**src/rtl/correlator_bank.sv**
```systemverilog
// Bank of NTAPS early/prompt/late-style code correlators for I and Q arms with dump/handshake.
// Optional clamp-on-overflow of the running sums is enabled by defining CORR_SAT_EN.
module correlator_bank #(
    parameter int NTAPS   = 3,
    parameter int SPACING = 2,
    parameter int ACC_W   = 16
) (
    input  logic                   clk,
    input  logic                   rst,
    input  logic                   sample_en,
    input  logic                   hc_en,
    input  logic                   code_in,
    input  logic                   mix_i_sign,
    input  logic                   mix_q_sign,
    input  logic [2:0]             mix_i_mag,
    input  logic [2:0]             mix_q_mag,
    input  logic                   dump_en,
    input  logic                   rd_ack,
    output logic [NTAPS*ACC_W-1:0] acc_i,
    output logic [NTAPS*ACC_W-1:0] acc_q,
    output logic                   dump_ready,
    output logic                   missed_dump,
    output logic                   overflow,
    output logic [7:0]             dump_cnt
);

    localparam int SR_W = NTAPS * SPACING;

`ifdef CORR_SAT_EN
    // Symmetric clamp: the most negative code is never produced.
    localparam logic signed [ACC_W:0] SAT_MAX = {2'b00, {(ACC_W-1){1'b1}}};
    localparam logic signed [ACC_W:0] SAT_MIN = -SAT_MAX;
`endif

    logic [SR_W-1:0]          r_sr;
    logic signed [ACC_W-1:0]  r_sum_i [NTAPS];
    logic signed [ACC_W-1:0]  r_sum_q [NTAPS];
    logic [NTAPS*ACC_W-1:0]   r_acc_i;
    logic [NTAPS*ACC_W-1:0]   r_acc_q;
    logic                     r_sat_seen;
    logic                     r_overflow;
    logic                     r_dump_ready;
    logic                     r_missed;
    logic [7:0]               r_dump_cnt;

    logic [ACC_W:0]           w_step_i [NTAPS];
    logic [ACC_W:0]           w_step_q [NTAPS];
    logic                     w_sat_any;

    // One accumulate step; returns {saturated, next_sum}.
    function automatic logic [ACC_W:0] acc_step(
        input logic signed [ACC_W-1:0] sum,
        input logic                    en,
        input logic                    sign,
        input logic                    tap,
        input logic [2:0]              mag
    );
        logic signed [ACC_W:0]   prod;
        logic signed [ACC_W:0]   wide;
        logic signed [ACC_W-1:0] nxt;
        logic                    sat;
        // NOTE: blocking assignments are correct here; these are combinational temporaries.
        prod = $signed({{(ACC_W-2){1'b0}}, mag});
        if (sign != tap) prod = -prod;
        if (!en)         prod = '0;
        wide = $signed({sum[ACC_W-1], sum}) + prod;
        nxt  = wide[ACC_W-1:0];
        sat  = 1'b0;
`ifdef CORR_SAT_EN
        if (wide > SAT_MAX) begin
            nxt = SAT_MAX[ACC_W-1:0];
            sat = 1'b1;
        end else if (wide < SAT_MIN) begin
            nxt = SAT_MIN[ACC_W-1:0];
            sat = 1'b1;
        end
`endif
        return {sat, nxt};
    endfunction

    // Taps read the delay line before any same-cycle shift.
    always_comb begin
        w_sat_any = 1'b0;
        for (int k = 0; k < NTAPS; k++) begin
            w_step_i[k] = acc_step(r_sum_i[k], sample_en, mix_i_sign, r_sr[k*SPACING], mix_i_mag);
            w_step_q[k] = acc_step(r_sum_q[k], sample_en, mix_q_sign, r_sr[k*SPACING], mix_q_mag);
            w_sat_any   = w_sat_any | w_step_i[k][ACC_W] | w_step_q[k][ACC_W];
        end
    end

    always_ff @(posedge clk) begin
        if (rst) begin
            // NOTE: the running sums are a small register array, not a RAM, so resetting them is cheap and required.
            r_sr         <= '0;
            for (int k = 0; k < NTAPS; k++) begin
                r_sum_i[k] <= '0;
                r_sum_q[k] <= '0;
            end
            r_acc_i      <= '0;
            r_acc_q      <= '0;
            r_sat_seen   <= 1'b0;
            r_overflow   <= 1'b0;
            r_dump_ready <= 1'b0;
            r_missed     <= 1'b0;
            r_dump_cnt   <= '0;
        end else begin
            if (hc_en) r_sr <= SR_W'({r_sr, code_in});

            for (int k = 0; k < NTAPS; k++) begin
                if (dump_en) begin
                    r_acc_i[k*ACC_W +: ACC_W] <= w_step_i[k][ACC_W-1:0];
                    r_acc_q[k*ACC_W +: ACC_W] <= w_step_q[k][ACC_W-1:0];
                    r_sum_i[k]                <= '0;
                    r_sum_q[k]                <= '0;
                end else begin
                    r_sum_i[k] <= w_step_i[k][ACC_W-1:0];
                    r_sum_q[k] <= w_step_q[k][ACC_W-1:0];
                end
            end

            if (dump_en) begin
                r_overflow <= r_sat_seen | w_sat_any;
                r_sat_seen <= 1'b0;
                r_dump_cnt <= r_dump_cnt + 8'd1;
            end else begin
                r_sat_seen <= r_sat_seen | w_sat_any;
            end

            // A dump always wins over a coincident acknowledge.
            r_dump_ready <= dump_en | (r_dump_ready & ~rd_ack);
            r_missed     <= ~rd_ack & (r_missed | (dump_en & r_dump_ready));
        end
    end

    assign acc_i       = r_acc_i;
    assign acc_q       = r_acc_q;
    assign dump_ready  = r_dump_ready;
    assign missed_dump = r_missed;
    assign overflow    = r_overflow;
    assign dump_cnt    = r_dump_cnt;

endmodule

```
**config.mk**
```make
export PLATFORM = sky130hd
export DESIGN_NAME = correlator_bank
export DESIGN_NICKNAME = d
export VERILOG_FILES = /design/src/rtl/correlator_bank.sv
export SDC_FILE = /design/constraint.sdc
export NUM_CORES = 1
export LEC_CHECK = 0
export ABC_AREA = 1
export BUFFER_PORTS_ARGS = -buffer_cell sky130_fd_sc_hd__buf_2
export CAP_MARGIN = 20
export CORE_ASPECT_RATIO = 1.2
export CORE_UTILIZATION = 30
export CTS_BUF_LIST = sky130_fd_sc_hd__clkbuf_16
export CTS_CLUSTER_DIAMETER = 120
export DETAILED_ROUTE_END_ITERATION = 16
export GPL_ROUTABILITY_DRIVEN = 0
export PLACE_DENSITY = 0.49
export SYNTH_ARGS = -nofsm -noshare
export SYNTH_HDL_FRONTEND = slang
export SYNTH_SLANG_ARGS = --single-unit
```
**constraint.sdc**
```tcl
create_clock -name clk -period 3.2 [get_ports clk]
set_input_delay 0.32 -clock clk [delete_from_list [all_inputs] [get_ports clk]]
set_output_delay 0.32 -clock clk [all_outputs]
set_load 0.01 [all_outputs]
```
==> impl_metrics.env <==
export IMPL_status="finished clean"
export IMPL_hold_viol=0
export IMPL_synth_top_area_share_pct=22.1
export IMPL_cts_buffer_depth=3
export IMPL_fin_tns_setup_ns=0
export IMPL_start_util_pct=30.5
export IMPL_ant_nets=0
export IMPL_synth_area_sq_mm=0.0130
export IMPL_criticalPathCategory="register to register"
export IMPL_h_tree_depth=1
export IMPL_track_usage_pct=15.7
export IMPL_io_pin_count=122
export IMPL_drt_initial_drc_count=518
export IMPL_critPathMaxStageDelay_ns=0.44
export IMPL_ys_warn_count=0
export IMPL_synth_area_leaders="edfxtp_1 22%, nand2_1 20%, dfxtp_1 17%"
export IMPL_fill_cells=4667
export IMPL_ys_seq_area_share_pct=39.2
export IMPL_port_buffers=120
export IMPL_critPathTopFamily="simple AND/OR/NAND/NOR gates"
export IMPL_synth_area_per_cell_sq_um=6.98
export IMPL_finalCritPeriodShare_pct=84.8
export IMPL_path_clk_slew_ns=0.06
export IMPL_yosysTopAreaCell="edfxtp_1"
export IMPL_die_area_sq_mm=0.0443
export IMPL_critPathLaunchType="register"
export IMPL_path_buf_inv=4
export IMPL_drive_gt1_share_pct=9.01
export IMPL_avgRoutedWirePerCell_um=12.9
export IMPL_period_needed_ns=2.71
export IMPL_maxSlewViolCount=0
export IMPL_cts_tree="yes"
export IMPL_num_vias=11647
export IMPL_min_delay_worst_endpoint="missed_dump"
export IMPL_synth_cell_types=32
export IMPL_worstPathCellList="inv_1 -> nand2_1 -> nand2_1 -> inv_1 -> nor2_1 -> nor3_1 -> inv_1 -> fa_1 -> inv_1 -> nand3_1 -> nand3_1 -> a21oi_1 -> or2_2 -> nand2_1 -> nor2_1"
export IMPL_dr_wl_met2_um=16600
export IMPL_drt_pass1_iterations=7
export IMPL_holdPathStages=4
export IMPL_finalWirelength_um=34300
export IMPL_finClkSkew_ns=0.00956
export IMPL_overflow=0
export IMPL_rows=83
export IMPL_p_per_area_mw_per_mm2=501
export IMPL_core_sq_mm=0.0428
export IMPL_p_leak_nw=8.40
export IMPL_grt_max_degree=99
export IMPL_regArea_sq_mm=0.00510
export IMPL_synth_edf_count=96
export IMPL_dpl_hpwl_um=25400
export IMPL_cts_num_sinks=207
export IMPL_dieHeight_um=230
export IMPL_clock_latency_ns=0.54
export IMPL_synth_common_cells="690 x nand2_1, 291 x inv_1, 182 x nor2_1, 123 x nand3_1, 111 x dfxtp_1"
export IMPL_grt_antenna_before_repair=4
export IMPL_worstRegToRegCells=15
export IMPL_synth_flop_cell="dfxtp_1"
export IMPL_synthesis_instances=1867
export IMPL_final_setup_viol_count=0
export IMPL_cts_setup_buffers=0
export IMPL_synth_seq_cells=207
export IMPL_critPathMaxFanout=4
export IMPL_cp_required_ns=3.47
export IMPL_fmax_mhz=369
export IMPL_hp_class="input port to register"
export IMPL_finalPower_w=0.00775
export IMPL_area_delta_synth_final_pct=18.6
export IMPL_timing_slew_headroom_pct=33.6
export IMPL_grt_setup_unrepaired="false"
export IMPL_slowest_stage="fa_1"
export IMPL_crit_top_cell="inv_1"
export IMPL_grt_pass1_vias=11354
export IMPL_cp_end_kind="register"
export IMPL_reg2reg_from="r_sr[4]"
export IMPL_worst_slew_pin_slew_ns=0.995
export IMPL_hp_start="rd_ack"
export IMPL_multi_input_area_sq_mm=0.00697
export IMPL_r2r_slack_ns=0.49
export IMPL_ir_drop_v=0.000436
export IMPL_num_nets_final=2204
export IMPL_yosysMostFrequentCell="nand2_1"
export IMPL_route_met3_wl_um=1550
export IMPL_drc=0
export IMPL_postCtsResizedCells=0
export IMPL_cts_root_buffer="clkbuf_16"
export IMPL_top_layer="met5"
export IMPL_die_x_um=192
export IMPL_r2r_end="r_sum_i[2][8]"
export IMPL_cp_arrival_ns=2.98
export IMPL_cap_viol_max_count=0
export IMPL_synth_async_reset_ratio_pct=0
export IMPL_viasPerCell=4.38
export IMPL_wl_met1_um=15300
export IMPL_grt_first_pass_wirelength_um=56000
export IMPL_cts_buffers=26
-- worst register-to-register path: cells and delay by family, from the launching register on --
kind / cells / cell delay [ns]
AO/OA/AOI/OAI: 1 / 0.11
adder cells (fa/ha/maj): 1 / 0.44
buffers and inverters: 4 / 0.44
AND/OR/NAND/NOR: 9 / 1.10
flip-flops: 1 / 0.37
-- worst max-delay path by stage --
stage	cells past startpoint	from	to	slack (ns)
after floorplan	14	mix_i_mag[0]	r_sum_i[0][15]	0.72
after global placement	16	mix_q_mag[0]	r_sum_q[0][15]	0.29
after detailed placement	16	mix_q_mag[0]	r_sum_q[0][15]	0.27
after CTS	15	r_sr[4]	r_sum_i[2][8]	0.47
after global routing	15	r_sr[0]	r_sum_i[0][8]	0.22
final	15	r_sr[4]	r_sum_i[2][8]	0.49
-- cell families (layout without fill, tap and decap cells) --
logic type	Yosys count	after routing	synth area share, %
buffers and inverters	329	475	10.1
xor gates and xnor gates	36	36	2.42
other	2	98	0.0576
AOI/OAI and AO/OA	124	124	4.80
DFF	207	207	39.2
and+or+nand+nor	1068	1068	33.4
adders and majority gates	101	101	10.0
-- per-stage QoR --
| step | hold WS [ns] | instances | worst slack, ns | area (sq um) | util [%] |
|---|---|---|---|---|---|
| floorplan | 0.398 | 1962 | 0.716 | 13400 | - |
| global placement | 0.433 | 2611 | 0.294 | 14600 | 34.1 |
| detailed placement | 0.435 | 2611 | 0.271 | 14600 | 34.1 |
| CTS | 0.0566 | 2660 | 0.473 | 15500 | 36.1 |
| global route | 0.0973 | 2660 | 0.216 | 15500 | 36.1 |
| finish | 0.0968 | 2661 | 0.486 | 15500 | 36.1 |
-- final cells by class --
| type | instances | area share, % |
|---|---|---|
| tap | 552 | 4.47 |
| clock buffer | 30 | 4.86 |
| inverter | 294 | 7.14 |
| clock inverter | 18 | 0.761 |
| sequential | 207 | 33.0 |
| multi-input combinational | 1426 | 45.1 |
| antenna | 1 | 0.0162 |
| timing repair buffer | 133 | 4.69 |
-- where the power goes --
part / switching [W] / total, W / internal (W)
Sequential: 0.000104 / 0.00312 / 0.00301
Clock: 0.00119 / 0.00295 / 0.00176
Combinational: 0.00109 / 0.00168 / 0.000587
Total: 0.00239 / 0.00775 / 0.00536
-- layout by cell type, fill, tap and decap left out, types with 25 or more instances in the layout --
cell	instances
edfxtp_1	96
buf_2	120
a21oi_1	61
nor3_1	27
xnor2_1	25
inv_1	294
nand3_1	123
o21ai_0	52
nor2_1	182
nand2_1	690
ha_1	95
conb_1	97
clkbuf_16	30
dfxtp_1	111
-- routing by layer --
layer,track usage [%],up-vias
met5,0,-
li1,-,6215
met1,19.2,5191
met2,28.2,181
met3,2.43,52
met4,4.55,8
-- sequential cells by signal (all words and copies together), names as in the netlist --
register     cells
acc_i           48
acc_q           48
dump_cnt         8
dump_ready       1
missed_dump      1
r_sr             5
r_sum_i         48
r_sum_q         48
-- repair_timing --
item | in CTS | in global routing
setup endpoints to repair | 0 | 0
hold buffers | 1 | 0
endpoints found under the hold margin | 2 | 0
Power figures use the tool's default switching activity.
